File: src/rtl/pll_seq_pkg.sv
// Shared definitions for the PLL lock sequencer.
//  - seq_state_e : FSM state encoding. The numeric values appear on the
//                  seq_state status port, so they are fixed explicitly.
//  - *_CNT_W     : widths of the stable/hold/divider/loss counters.
package pll_seq_pkg;

  typedef enum logic [2:0] {
    ST_WAIT_LOCK = 3'd0,
    ST_STABLE    = 3'd1,
    ST_HOLD      = 3'd2,
    ST_RUN       = 3'd3,
    ST_LOST      = 3'd4
  } seq_state_e;

  localparam int STAB_CNT_W = 16;
  localparam int HOLD_CNT_W = 8;
  localparam int DIV_CNT_W  = 8;
  localparam int LOST_CNT_W = 8;

  localparam logic [LOST_CNT_W-1:0] LOST_MAX = '1;

endpackage

File: src/rtl/clock_enable_divider.sv
// Clock-enable divider: emits one tick_out for every DIV tick_in pulses.
//  clk      in  clock
//  clear    in  holds the count at 0 and suppresses tick_out
//  tick_in  in  advance strobe
//  tick_out out combinational strobe, high with the DIV-th tick_in
// The parent registers tick_out, so two cascaded dividers produce
// coincident registered enables.
module clock_enable_divider
  import pll_seq_pkg::*;
#(
  parameter int DIV   = 12,
  parameter int WIDTH = DIV_CNT_W
) (
  input  logic clk,
  input  logic clear,
  input  logic tick_in,
  output logic tick_out
);

  localparam logic [WIDTH-1:0] LAST = WIDTH'(DIV - 1);

  logic [WIDTH-1:0] cnt_q, cnt_d;

  // NOTE: every signal written here gets a default first, so no path
  // through the block can leave it unassigned and infer a latch.
  always_comb begin
    cnt_d    = cnt_q;
    tick_out = 1'b0;
    if (clear) begin
      cnt_d = '0;
    end else if (tick_in) begin
      if (cnt_q == LAST) begin
        cnt_d    = '0;
        tick_out = 1'b1;
      end else begin
        cnt_d = cnt_q + 1'b1;
      end
    end
  end

  // NOTE: no reset branch here; the parent asserts clear whenever the
  // sequencer is in reset or not running, which zeroes the count.
  always_ff @(posedge clk) begin
    cnt_q <= cnt_d;
  end

endmodule

File: src/rtl/pll_lock_sequencer.sv
// PLL lock supervisor and system bring-up sequencer.
//  clk         in   system clock (PLL-derived)
//  reset       in   synchronous active-high; returns to WAIT_LOCK
//  pll_lock    in   raw PLL lock flag, asynchronous to clk
//  sys_reset   out  active-high downstream reset, low only in RUN
//  ready       out  high only in RUN
//  cpu_en      out  one-cycle enable every CPU_DIV cycles in RUN
//  psg_en      out  one-cycle enable with every PSG_DIV-th cpu_en
//  lost_count  out  saturating count of lock-loss events
//  seq_state   out  current FSM state (debug/status)
module pll_lock_sequencer
  import pll_seq_pkg::*;
#(
  parameter int LOCK_STABLE_CYCLES = 1024,
  parameter int RESET_HOLD_CYCLES  = 16,
  parameter int CPU_DIV            = 12,
  parameter int PSG_DIV            = 2
) (
  input  logic       clk,
  input  logic       reset,
  input  logic       pll_lock,
  output logic       sys_reset,
  output logic       ready,
  output logic       cpu_en,
  output logic       psg_en,
  output logic [7:0] lost_count,
  output logic [2:0] seq_state
);

  localparam logic [STAB_CNT_W-1:0] STAB_LAST = STAB_CNT_W'(LOCK_STABLE_CYCLES - 1);
  localparam logic [HOLD_CNT_W-1:0] HOLD_LAST = HOLD_CNT_W'(RESET_HOLD_CYCLES - 1);

  seq_state_e             state_q, state_d;
  logic                   lock_meta_q, lock_meta_d;
  logic                   lock_s_q, lock_s_d;
  logic [STAB_CNT_W-1:0]  stab_cnt_q, stab_cnt_d;
  logic [HOLD_CNT_W-1:0]  hold_cnt_q, hold_cnt_d;
  logic [LOST_CNT_W-1:0]  lost_count_q, lost_count_d;
  logic                   sys_reset_q, sys_reset_d;
  logic                   ready_q, ready_d;
  logic                   cpu_en_q, cpu_en_d;
  logic                   psg_en_q, psg_en_d;
  logic                   div_clear;
  logic                   cpu_tick, psg_tick;

  // Dividers run only once the registered outputs show RUN, so the first
  // cpu_en lands CPU_DIV cycles after ready rises, and they stop the moment
  // the FSM leaves RUN so no enable accompanies a rising sys_reset.
  assign div_clear = reset || sys_reset_q || (state_q != ST_RUN);

  clock_enable_divider #(.DIV(CPU_DIV), .WIDTH(DIV_CNT_W)) u_cpu_div (
    .clk      (clk),
    .clear    (div_clear),
    .tick_in  (1'b1),
    .tick_out (cpu_tick)
  );

  clock_enable_divider #(.DIV(PSG_DIV), .WIDTH(DIV_CNT_W)) u_psg_div (
    .clk      (clk),
    .clear    (div_clear),
    .tick_in  (cpu_tick),
    .tick_out (psg_tick)
  );

  always_comb begin
    lock_meta_d  = pll_lock;
    lock_s_d     = lock_meta_q;
    state_d      = state_q;
    stab_cnt_d   = '0;
    hold_cnt_d   = '0;
    lost_count_d = lost_count_q;

    // Lock loss takes priority over counter completion in every state.
    unique case (state_q)
      ST_WAIT_LOCK: if (lock_s_q) state_d = ST_STABLE;
      ST_STABLE: begin
        if (!lock_s_q)                state_d = ST_WAIT_LOCK;
        else if (stab_cnt_q == STAB_LAST) state_d = ST_HOLD;
        else                          stab_cnt_d = stab_cnt_q + 1'b1;
      end
      ST_HOLD: begin
        if (!lock_s_q)                state_d = ST_LOST;
        else if (hold_cnt_q == HOLD_LAST) state_d = ST_RUN;
        else                          hold_cnt_d = hold_cnt_q + 1'b1;
      end
      ST_RUN: if (!lock_s_q) state_d = ST_LOST;
      ST_LOST: begin
        state_d = ST_WAIT_LOCK;
        if (lost_count_q != LOST_MAX) lost_count_d = lost_count_q + 1'b1;
      end
      default: state_d = ST_WAIT_LOCK;
    endcase

    sys_reset_d = (state_q != ST_RUN);
    ready_d     = (state_q == ST_RUN);
    cpu_en_d    = cpu_tick;
    psg_en_d    = psg_tick;
  end

  // NOTE: state is updated with non-blocking assignments so every flop
  // samples the values from before this edge, independent of statement order.
  always_ff @(posedge clk) begin
    if (reset) begin
      state_q      <= ST_WAIT_LOCK;
      lock_meta_q  <= 1'b0;
      lock_s_q     <= 1'b0;
      stab_cnt_q   <= '0;
      hold_cnt_q   <= '0;
      lost_count_q <= '0;
      sys_reset_q  <= 1'b1;
      ready_q      <= 1'b0;
      cpu_en_q     <= 1'b0;
      psg_en_q     <= 1'b0;
    end else begin
      state_q      <= state_d;
      lock_meta_q  <= lock_meta_d;
      lock_s_q     <= lock_s_d;
      stab_cnt_q   <= stab_cnt_d;
      hold_cnt_q   <= hold_cnt_d;
      lost_count_q <= lost_count_d;
      sys_reset_q  <= sys_reset_d;
      ready_q      <= ready_d;
      cpu_en_q     <= cpu_en_d;
      psg_en_q     <= psg_en_d;
    end
  end

  assign sys_reset  = sys_reset_q;
  assign ready      = ready_q;
  assign cpu_en     = cpu_en_q;
  assign psg_en     = psg_en_q;
  assign lost_count = lost_count_q;
  assign seq_state  = state_q;

endmodule
File: config.mk
export PLATFORM = sky130hd
export DESIGN_NAME = pll_lock_sequencer
export DESIGN_NICKNAME = d
export VERILOG_FILES = /design/src/rtl/pll_seq_pkg.sv /design/src/rtl/clock_enable_divider.sv /design/src/rtl/pll_lock_sequencer.sv
export SDC_FILE = /design/constraint.sdc
export NUM_CORES = 1
export LEC_CHECK = 0
export BUFFER_PORTS_ARGS = -buffer_cell sky130_fd_sc_hd__buf_2
export CORE_ASPECT_RATIO = 0.5
export CORE_MARGIN = 8
export CORE_UTILIZATION = 59
export CTS_BUF_LIST = sky130_fd_sc_hd__clkbuf_4 sky130_fd_sc_hd__clkbuf_8 sky130_fd_sc_hd__clkbuf_16
export DETAILED_ROUTE_END_ITERATION = 6
export PLACE_DENSITY = 0.78
export SKIP_CTS_REPAIR_TIMING = 1
export SYNTH_ARGS = -nofsm -noshare
export SYNTH_HDL_FRONTEND = slang
export SYNTH_SLANG_ARGS = --single-unit
File: constraint.sdc
create_clock -name clk -period 2.4 [get_ports clk]
set_input_delay 0.6 -clock clk [delete_from_list [all_inputs] [get_ports clk]]
set_output_delay 0.6 -clock clk [all_outputs]
set_load 0.01 [all_outputs]
==> results of run 1 <==
## metal layers
metal / vias up / global-route usage, % / wire length (µm)
met5: - / 0 / 0
met3: 12 / 6.89 / 161
met4: 0 / 8.20 / 97
met1: 872 / 15.6 / 2060
li1: 985 / - / -
met2: 21 / 26.8 / 2250
## metrics by stage
step	util, %	setup slack (ns)	instance area (µm²)	hold WS [ns]
after floorplan	-	0.685	2480	0.413
after global placement	66.0	0.313	2620	0.423
after detailed placement	66.0	0.265	2620	0.431
after CTS	70.6	0.450	2800	0.446
after global routing	70.6	0.316	2800	0.462
final	70.6	0.419	2800	0.440
## cells in the mapped netlist (3+ instances only)
master,number,area share (%)
nor4_1,9,2.3
xnor2_1,17,6.0
nand4_1,8,2.0
inv_1,10,1.5
dfxtp_1,57,46
nor2_1,47,7.1
nand3_1,17,3.4
o21ai_0,4,0.81
nor2b_1,5,1.3
a21oi_1,6,1.2
nand2_1,14,2.1
and3_1,5,1.3
xor2_1,12,4.2
ha_1,6,3.0
nor3_1,3,0.61
## report_power, final
group	leakage, nW	total [W]	internal, W	switching (W)
logic	0.441	0.0000122	0.00000482	0.00000741
clock network	0.100	0.000810	0.000448	0.000361
registers	0.459	0.000949	0.000948	0.000000956
total	1.00	0.00177	0.00140	0.000369
## sequential cells by signal, indices dropped and copies added (netlist names)
register and flops:
ready 1, stab_cnt_q 16, lock_s_q 1, sys_reset 1, psg_en 1, u_psg_div.cnt_q 8, cpu_en 1, seq_state 3
hold_cnt_q 8, lock_meta_q 1, lost_count 8, u_cpu_div.cnt_q 8
## final timing paths
check,end,cells after the start,startpoint,slack (ns)
worst max-delay path,u_psg_div.cnt_q[6],5,u_cpu_div.cnt_q[0],0.42
worst min-delay path,lock_s_q,1,lock_meta_q,0.44
worst max register to register,u_psg_div.cnt_q[6],5,u_cpu_div.cnt_q[0],0.42
worst min register to register,lock_s_q,1,lock_meta_q,0.44
## worst reg2reg max path, delay by kind of cell (launching register included)
kind,cells,cell delay (ns)
AND/OR/NAND/NOR,3,1.18
flip-flops,1,0.36
adder cells (fa/ha/maj),1,0.24
AO/OA/AOI/OAI,1,0.14
## final cells by class
cell class,count,share of cell area (%)
Inverter,10,1.34
Multi-Input combinational cell,195,45.4
Clock buffer,13,5.95
Tap cell,54,2.41
Clock inverter,3,0.536
Sequential cell,57,40.8
Timing Repair Buffer,19,3.58
## cells by family after synthesis
| group | count (synthesis) | synth area share, % |
|---|---|---|
| xor gates and xnor gates | 29 | 10.2 |
| DFF | 57 | 46.0 |
| and+or+nand+nor | 131 | 29.2 |
| AOI/OAI and AO/OA | 27 | 7.97 |
| muxes | 2 | 0.858 |
| adders and majority gates | 6 | 3.03 |
| buffers and inverters | 14 | 2.72 |
==> impl_metrics.json, run 1 <==
{
  "clock-sinks": 57,
  "core_area_um2": 3960,
  "final_cells": 351,
  "setup_tns_ns": 0,
  "vias_per_cell": 5.38,
  "routed-via-count": 1890,
  "gp_congestion": 0.810,
  "cp.arrival_ns": 2.25,
  "final_common_cell": "dfxtp_1",
  "path_cells": "ha_1 -> nor3b_2 -> nand4_2 -> or4_1 -> a21oi_1",
  "endpoint_kind": "flop",
  "yosysWarnings": 0,
  "drt-total-wl_um": 4570,
  "cp_slowest_cell": "or4_1",
  "clk_pin_slew_ns": 0.06,
  "die_x_um": 108,
  "cts_tree": "built",
  "finalNetCount": 301,
  "synthFlopType": "dfxtp_1",
  "synthArstFlopShare_pct": 0,
  "synthToLayoutAreaGrowth_pct": 12.9,
  "ant_nets": 0,
  "maxCapViolations": 0,
  "synth_cell_type_count": 53,
  "worstSetupPathType": "reg -> reg",
  "synth_cells": 266,
  "rows": 16,
  "die_area_um2": 6660,
  "synth_area_um2": 2480,
  "required_ns": 2.67,
  "final.min_clock_period_ns": 1.98,
  "fmax_mhz": 505,
  "avgSynthCellArea_um2": 9.32,
  "port_buffers": 17,
  "synth_enable_flop_cells": 0,
  "startpoint_type": "flop",
  "fill_cells": 325,
  "ys_ff_latch": 57,
  "seqCellArea_um2": 1140,
  "dpl.cell_count": 335,
  "multi_input_area_um2": 1270,
  "clock-skew-final_ns": 0.00787,
  "gr-total-overflow": 0,
  "rsz0062_at_grt": "no",
  "finalCritPeriodShare_pct": 82.5,
  "slew_headroom_pct": 74.2,
  "cts_buffers": 9,
  "design_power_total_w": 0.00177,
  "final_cell_mix": "57 x dfxtp_1, 47 x nor2_1, 17 x nand3_1, 17 x xnor2_1, 17 x buf_2",
  "grt_pass1_vias": 1801,
  "syn-num-nets": 275,
  "grt_max_degree": 18,
  "drc": 0,
  "grt_pass1_wl_um": 7850,
  "hold_viol": 0,
  "crit_family": "simple AND/OR/NAND/NOR gates",
  "die_h_um": 61.8,
  "grt.total_usage_pct": 15.3,
  "worstSkewPairLatency_ns": 0.34,
  "htree_levels": 3,
  "power_per_cell_area_nw_per_um2": 633,
  "peakVddDrop_mv": 0.528,
  "crit_path_max_fanout": 13,
  "outcome": "completed",
  "setup_viol": 0,
  "first_pass_iters": 4,
  "worst-path-buf-inv": 0,
  "ys_seq_area_share_pct": 46.0,
  "dp_hpwl_um": 3300,
  "drive_above_1_share_pct": 17.2,
  "antennaDiodeCount": 0,
  "antenna_found_initial": 0,
  "max_stage_delay_ns": 0.55,
  "cts-root-buf": "clkbuf_8",
  "tightest_slew_ns": 0.383,
  "slew_violations": 0,
  "ios": 18,
  "start_util_pct": 62.6,
  "p_leak_nw": 1.00,
  "drtIter0Drc": 69,
  "wire_per_inst_um": 13.0,
  "hold_path.class": "reg -> reg",
  "cts_buffer_depth": 2
}
(Power assumes the default switching activity.)
==> inputs of run 2 (changes only) <==
Clock period 2.4 ns to 2 ns, I/O delays scaled along.
==> run 2 against run 1 <==
Effect of this change: worst setup slack worse by 0.26 ns; design area up 1.1%; critical endpoint is now u_psg_div.cnt_q[7]; clock skew is 0.0012 ns lower; worst hold slack lost 0.038 ns; register-to-register slack got worse by 0.26 ns; sequential cell count is the same; sequential power grew 20%; critical path depth unchanged; first-iteration DRC count increased by 49%; cell count increased by 1.1%; maximum frequency increased by 7.8%.
==> impl_metrics.json, run 2 (synthesized netlist as in run 1, its figures left out) <==
{
  "final.min_clock_period_ns": 1.84,
  "final_cell_mix": "57 x dfxtp_1, 47 x nor2_1, 17 x nand3_1, 17 x xnor2_1, 17 x buf_2",
  "start_util_pct": 62.6,
  "first_pass_iters": 4,
  "setup_tns_ns": 0,
  "slew_violations": 0,
  "grt_pass1_wl_um": 7660,
  "final_common_cell": "dfxtp_1",
  "htree_levels": 3,
  "die_x_um": 108,
  "peakVddDrop_mv": 0.493,
  "critPathLaunch": "u_psg_div.cnt_q[0]",
  "crit_path_max_fanout": 6,
  "place_ws_ns": 0.0828,
  "drc": 0,
  "cts_tree": "built",
  "fin_ws_ns": 0.162,
  "timing.rr.end": "u_psg_div.cnt_q[7]",
  "die_area_um2": 6660,
  "required_ns": 2.22,
  "antennaDiodeCount": 0,
  "power_frac_comb_pct": 0.8,
  "rsz0062_at_grt": "no",
  "dp_hpwl_um": 3190,
  "fill_cells": 309,
  "hold_viol": 0,
  "worstSetupPathType": "reg -> reg",
  "largest_register_ffs": 16,
  "core_area_um2": 3960,
  "sw_frac_of_total_pct": 22.0,
  "rr_startpoint": "u_psg_div.cnt_q[0]",
  "wire_per_inst_um": 12.5,
  "finalCritPeriodShare_pct": 91.9,
  "rows": 16,
  "ios": 18,
  "drtIter0Drc": 103,
  "regMostFlops": "stab_cnt_q",
  "holdWs_ns": 0.402,
  "tightest_slew_ns": 0.370,
  "final_cells": 355,
  "gp_congestion": 0.897,
  "clock_power_share_pct": 43.6,
  "grt_pass1_vias": 1734,
  "gr-total-overflow": 0,
  "dpl_cell_area_um2": 2650,
  "endpoint_kind": "flop",
  "setup_viol": 0,
  "ant_nets": 0,
  "maxCapViolations": 0,
  "outcome": "completed",
  "dpl.cell_count": 339,
  "grt.total_usage_pct": 14.8,
  "r2r_cells": 5,
  "p_seq_share_pct": 55.6,
  "routed-via-count": 1928,
  "endpoint": "u_psg_div.cnt_q[7]",
  "clock-skew-final_ns": 0.00670,
  "hold_path.class": "in -> reg",
  "cts_buffer_depth": 2,
  "die_h_um": 61.8,
  "drive_above_1_share_pct": 18.3,
  "antenna_found_initial": 0,
  "clk_pin_slew_ns": 0.06,
  "finalNetCount": 305,
  "startpoint_type": "flop",
  "cp.arrival_ns": 2.06,
  "drt-total-wl_um": 4450,
  "r2r_slack_ns": 0.16,
  "vias_per_cell": 5.43,
  "clock-sinks": 57,
  "cts_buffers": 9,
  "p_leak_nw": 1.01,
  "switchingPower_w": 0.000452,
  "worstSkewPairLatency_ns": 0.33,
  "grt_max_degree": 14,
  "cts-root-buf": "clkbuf_8",
  "synthToLayoutAreaGrowth_pct": 14.1,
  "internal_power_w": 0.00160,
  "port_buffers": 17,
  "fmax_mhz": 544,
  "slew_headroom_pct": 75.1,
  "final_area_um2": 2830,
  "power_per_cell_area_nw_per_um2": 724
}
==> run 2: cell types whose count changed in the layout (fill, tap and decap cells not counted), sizes merged <==
cell and change:
buf +4, clkbuf -3, clkinv +1, clkinvlp +2
==> run 2: critical path, cell delays in order (launching register included) <==
cell and delay, ns:
dfxtp_1 0.41, ha_1 0.16, or4b_1 0.45, or2_1 0.32, o21ai_4 0.21, o21ba_2 0.18
==> run 2: power by group through the flow <==
stage / Combinational [W] / Sequential, W / Clock, W
floorplan: 0.00000762 / 0.00116 / 0
finish: 0.0000165 / 0.00114 / 0.000893
global route: 0.0000180 / 0.00114 / 0.000982
global placement: 0.0000156 / 0.00116 / 0
detailed placement: 0.0000160 / 0.00116 / 0
CTS: 0.0000162 / 0.00114 / 0.000919
==> run 2: how the worst min path moves through the flow <==
| stage | startpoint | endpoint | slack (ns) | cells after the start |
|---|---|---|---|---|
| 2_1_floorplan | u_cpu_div.cnt_q[0] | u_cpu_div.cnt_q[0] | 0.41 | 1 |
| 3_3_place_gp | u_cpu_div.cnt_q[0] | u_cpu_div.cnt_q[0] | 0.42 | 1 |
| 3_5_place_dp | lock_s_q | seq_state[2] | 0.43 | 1 |
| 4_1_cts | pll_lock | lock_meta_q | 0.38 | 2 |
| 5_1_grt | pll_lock | lock_meta_q | 0.41 | 2 |
| 6_report | pll_lock | lock_meta_q | 0.40 | 2 |
==> run 2: per-stage QoR <==
step,total power (W),utilization [%]
floorplan,0.00117,-
global placement,0.00118,66.8
detailed placement,0.00118,66.8
CTS,0.00207,71.0
global route,0.00214,71.4
finish,0.00205,71.4
==> run 2: layout make-up <==
| class | count | area (µm²) | share of cell area [%] |
|---|---|---|---|
| multi-input combinational | 195 | 1290 | 45.5 |
| sequential | 57 | 1140 | 40.3 |
| clock buffer | 10 | 131 | 4.64 |
| timing repair buffer | 23 | 130 | 4.60 |
| tap | 54 | 67.6 | 2.39 |
| inverter | 10 | 37.5 | 1.33 |
| clock inverter | 6 | 35.0 | 1.24 |
==> run 2: metal layers <==
layer,track usage (%),vias to the layer above,part of all wire (%)
met1,16.4,897,48
met4,6.45,0,1.2
met3,6.28,7,4.3
met5,0,-,0
met2,25.0,26,47
li1,-,998,-
